==> src/rtl/register_pipe.sv <==
// Elastic register pipeline: DEPTH valid/ready stages with a combinational ready chain,
// synchronous flush and a registered occupancy count.
module register_pipe #(
    parameter int unsigned      WIDTH       = 3,
    parameter int unsigned      DEPTH       = 2,
    parameter logic [WIDTH-1:0] RESET_VALUE = '0
) (
    input  logic                         clock,
    input  logic                         reset,
    input  logic                         flush,
    input  logic                         in_valid,
    output logic                         in_ready,
    input  logic [WIDTH-1:0]             in_data,
    output logic                         out_valid,
    input  logic                         out_ready,
    output logic [WIDTH-1:0]             out_data,
    output logic [$clog2(DEPTH+1)-1:0]   occupancy
);

    localparam int unsigned OCC_W = $clog2(DEPTH + 1);

    logic [DEPTH-1:0] v;
    logic [DEPTH-1:0] v_nxt;
    logic [DEPTH-1:0] adv;
    logic [DEPTH-1:0] load;
    logic [WIDTH-1:0] d [DEPTH];
    logic [OCC_W-1:0] occ_nxt;

    // Ready chain runs from the output side back towards stage 0 so a full
    // pipe can still accept a beat in the same cycle the last stage drains.
    always_comb begin
        adv = '0;
        adv[DEPTH-1] = out_ready;
        for (int unsigned i = 1; i < DEPTH; i++) begin
            adv[DEPTH-1-i] = !v[DEPTH-i] || adv[DEPTH-i];
        end
        load = ~v | adv;
        in_ready = load[0] && !flush;
    end

    always_comb begin
        v_nxt = v;
        if (flush) begin
            v_nxt = '0;
        end else begin
            if (load[0]) v_nxt[0] = in_valid;
            for (int unsigned i = 1; i < DEPTH; i++) begin
                if (load[i]) v_nxt[i] = v[i-1];
            end
        end
        occ_nxt = '0;
        for (int unsigned i = 0; i < DEPTH; i++) begin
            occ_nxt = occ_nxt + OCC_W'(v_nxt[i]);
        end
    end

    always_ff @(posedge clock or negedge reset) begin
        if (!reset) begin
            v         <= '0;
            occupancy <= '0;
            for (int unsigned i = 0; i < DEPTH; i++) begin
                d[i] <= RESET_VALUE;
            end
        end else begin
            v         <= v_nxt;
            occupancy <= occ_nxt;
            // Flush discards beats by clearing valids only; data registers hold.
            if (!flush) begin
                if (load[0]) d[0] <= in_data;
                for (int unsigned i = 1; i < DEPTH; i++) begin
                    if (load[i]) d[i] <= d[i-1];
                end
            end
        end
    end

    assign out_valid = v[DEPTH-1];
    assign out_data  = d[DEPTH-1];

endmodule
==> config.mk <==
export PLATFORM = sky130hd
export DESIGN_NAME = register_pipe
export DESIGN_NICKNAME = d
export VERILOG_FILES = /design/src/rtl/register_pipe.sv
export SDC_FILE = /design/constraint.sdc
export NUM_CORES = 1
export LEC_CHECK = 0
export CORE_AREA = 2 2 39 41
export DETAILED_ROUTE_END_ITERATION = 7
export DIE_AREA = 0 0 41 43
export HOLD_SLACK_MARGIN = 0.1
export SLEW_MARGIN = 20
export SYNTH_ARGS = -nofsm -noshare
export SYNTH_HDL_FRONTEND = slang
export SYNTH_SLANG_ARGS = --single-unit
==> constraint.sdc <==
create_clock -name clock -period 1.5 [get_ports clock]
set_input_delay 0.45 -clock clock [delete_from_list [all_inputs] [get_ports clock]]
set_output_delay 0.45 -clock clock [all_outputs]
set_load 0.05 [all_outputs]
# Yosys cells after proc, flatten, opt, wreduce, memory -nomap -nowiden

Index checks and enable logic that the tools add are counted.
Widths: inputs -> output; s select.

Register bits: 10
Bits of input ports: 8
Output and inout port bits: 7
Word-level logic and storage cells: 17

$add $sub $neg: 1
Multiplexer cells: 3
Bitwise operators: 3
Reduce and logical (&&, ||, !) cells: 6

Operators by type and width:

| operator          | number |
|---|---|
| $reduce_and 2->1  | 2 |
| $add 1x1->2       | 1 |
| $logic_not 1->1   | 2 |
| $mux 1            | 2 |
| $mux 2            | 1 |
| $not 2->2         | 1 |
| $or 2x2->2        | 1 |
| $logic_and 1x1->1 | 1 |
| $logic_or 1x1->1  | 1 |
| $not 1->1         | 1 |

# Longest topological paths before layout

Word-level depth: 6
Depth in mapped cells: 4
Gate-level depth less buffers: 4

# Least setup slack after synthesis

OpenSTA, ideal clock, no wires.

Path kind: register to register
From: register v[1]
To: register d[3] (netlist name)
Setup time: 125 ps
Arrival time: 1534 ps
Data required time: 1375 ps
Setup slack: -158 ps
Stages on the path, launching flop included: 4
Buffers on the path: 0
Path through: dfrtp_1 -> and3b_2 -> nor2_4 -> mux2_2

Cells in the longest elaborated chain, start to end: 4

RTL lines:

| element                       | RTL line | text |
|---|---|---|
| start, declared               | 22       | `logic [DEPTH-1:0] v;` |
| start signal, assigned        | 65       | `v <= v_nxt;` |
| $logic_not 1->1               | 35       | `adv[DEPTH-1-i] = !v[DEPTH-i] \|\| adv[DEPTH-i];` |
| $logic_or 1x1->1              | 35       |  |
| $or 2x2->2                    | 37       | `load = ~v \| adv;` |
| $reduce_and 2->1 (no line)    | -        |  |
| end signal, assigned by index | 71       | `if (load[i]) d[i] <= d[i-1];` |
| end, declared                 | 26       | `logic [WIDTH-1:0] d [DEPTH];` |

Every way passes these cells.
A chain may end at the register's enable or synchronous reset.

# Worst setup path in the final report

From: register v[1]
To: output port in_ready

Cells in the longest elaborated chain, start to end: 4

RTL lines:

| element           | RTL line | text |
|---|---|---|
| $logic_not 1->1   | 35       |  |
| $logic_or 1x1->1  | 35       |  |
| $or 2x2->2        | 37       |  |
| $logic_and 1x1->1 | 38       | `in_ready = load[0] && !flush;` |
| end, declared     | 12       | `output logic in_ready,` |

Every way passes these cells.

==> results by group <==
Synthesis
  • Biggest area consumer among synthesized cells: dfrtp_1
  • Sequential-to-total area share from yosys stat: 0.623
  • Synth unique cells: 8
  • YS warnings: 0
  • Synthesized Nets: 37
  • Mapped Cells: 28
  • Synth top area cells: dfrtp_1 (62%), mux2_2 (17%), buf_4 (5.6%)
  • Cell Area, Synth: 402 µm²
  • Yosys top cell area share: 0.623
  • #FFs+latches synth: 10
  • Mean Syn Cell Area: 14.3 µm²

STA
  • Slew headroom: 0.695
  • Final Max Tran Viols: 0
  • Setup ws final: -85.0 ps
  • Unrepaired setup endpoints after global routing: true
  • Setup Skew: 0.507 ps
  • Worst-margin pin slew: 455 ps
  • Final hold slack: 508 ps
  • Final setup vio count: 1
  • Crit share post-route: 1.06
  • Fmax: 0.631 GHz
  • Final Critical Period: ~1600 ps
  • Final Hold Fails: 0

Outcome
  • Outcome: finished with violations
  • Failing checks: negative setup slack

Power
  • Peak supply drop: 0.532 mV
  • PwrDens: 1180 nW/µm²
  • Total power: about 790 µW
  • LEAKAGE: 0.000315 µW

Route
  • Via density: 4.28
  • Via Count: around 260
  • Drt pass-1 iters: 1
  • Initial DRC Count: 0
  • # DRC: 0
  • Antenna Nets Post-Route: 0
  • Routed wire length: 767 µm
  • Avg WL per Cell: 12.6 µm

Worst setup path
  • WP data required: approximately 1100 ps
  • Kind of end point of the critical path: output pin
  • Crit start category: flop
  • Worst EP arrival: 1140 ps
  • CP max FO: 2
  • Crit Path Class: flop to output pin

Global routing
  • GRT Util Overall: 0.121
  • Grt ovf: 0
  • Largest net degree at the start of global routing: 11
  • Initial antenna violation count: 0
  • First-pass GRT wire length: 1.38 mm
  • Number of global-route vias before repair: 317

Clock tree
  • CTS Buf Count: 3
  • H-tree Lvls: 1
  • Skew-Pair Late Insertion Delay: 260 ps
  • Clock root buffer: clkbuf_4
  • Clk slew on worst S/H paths: roughly 60 ps
  • Clock sink total: 10
  • Max Root-Sink Buffers: 2
  • Clock tree from TritonCTS: built

Die
  • Core Area: 1380 µm²
  • Row count: 14
  • Top Ports: 15
  • Die width: between 40 and 50 µm
  • Starting Density: 0.290
  • Die ar.: 1760 µm²
  • Die height: about 43 µm

Min path
  • Worst min-delay path class: input port to asynchronous set/reset pin

Finish
  • P&R area growth vs syn: 67.9%
  • Fin nets: 55
  • Share of layout cells above drive strength 1: 0.533
  • Final core utilization: 0.487
  • Design Area, Final: 674 µm²
  • Fillers: 136
  • # diodes: 0

Placement
  • Gpl congestion: approximately 0.64
  • HPWL after DPL: 651 µm
  • DP Area: 629 µm²
  • Port Buffers: 14

Job
  • Max-Cap Viols: 0
final timing paths:
| check | startpoint | endpoint | slack (ps) | depth (start not counted) |
|---|---|---|---|---|
| max | v[1]$_DFF_PN0_ | in_ready | -90 | 3 |
| min in group clock | d[3]$_DFFE_PN0P_ | d[3]$_DFFE_PN0P_ | 520 | 1 |
| min reg2reg | d[3]$_DFFE_PN0P_ | d[3]$_DFFE_PN0P_ | 520 | 1 |
| min | reset | occupancy[1]$_DFF_PN0_ | 510 | 1 |
| max in group asynchronous | reset | v[1]$_DFF_PN0_ | 660 | 1 |
| max reg2reg | v[1]$_DFF_PN0_ | out_data[0]$_DFFE_PN0P_ | 140 | 4 |
report_power, final:
group	internal, µW	total (µW)	switching, µW	leakage, µW
registers	299	323	23.8	0.000121
clock network	147	235	87.9	0.0000210
logic	125	235	110	0.000173
total	572	793	221	0.000315
cells by family after synthesis:
group	Yosys count	synth area share
fa+ha+maj	1	0.0311
buf+inv	3	0.0561
flops	10	0.623
mux	6	0.168
simple gates	8	0.122
Yosys cell counts (all sizes together):
master / n
nor2: 6
ha: 1
and3b: 1
buf: 3
and2b: 1
mux2: 6
dfrtp: 10
per-stage QoR:
step           setup TNS (ps)  setup WS, ps  instances
3_5_place_dp            -3060          -402         56
5_1_grt                  -138          -138         61
4_1_cts                  -104          -104         61
3_3_place_gp            -2670          -367         56
2_1_floorplan            -332         -84.7         28
6_report                -85.0         -85.0         61
critical path: stages (launching register included):
cell and delay (ps):
dfrtp_2 400, and3b_2 220, nor2_4 120, buf_12 150
sequential cells by signal (all words and copies together), names as in the netlist:
name	cells
out_data	3
occupancy	2
d	3
v	2
layout make-up:
class	count	area [µm²]	area share
Tap cell	16	20.0	0.0297
Timing Repair Buffer	16	224	0.332
Multi-Input combinational cell	15	143	0.212
Clock buffer	4	36.3	0.0538
Sequential cell	10	251	0.373
layout by cell type, fill, tap and decap left out, drive strengths merged:
cell type,count
and2b,1
nor2,6
clkdlybuf4s50,5
clkbuf,4
mux2,6
clkdlybuf4s15,1
dlygate4sd2,1
and3b,1
buf,9
ha,1
dfrtp,10
routing by layer:
layer | GRT usage | share of wire
met1 | 0.127 | 0.32
met2 | 0.194 | 0.59
met3 | 0.0524 | 0.089
met4 | 0.0600 | 0
met5 | 0 | 0
repair_timing:
item | 4_1_cts | 5_1_grt
resized for setup | 3 | 1
pin swaps | 2 | 0
setup endpoints to repair | 7 | 4
hold buffers | 0 | 0
setup buffers | 1 | 0
Power figures use the tool's default switching activity.
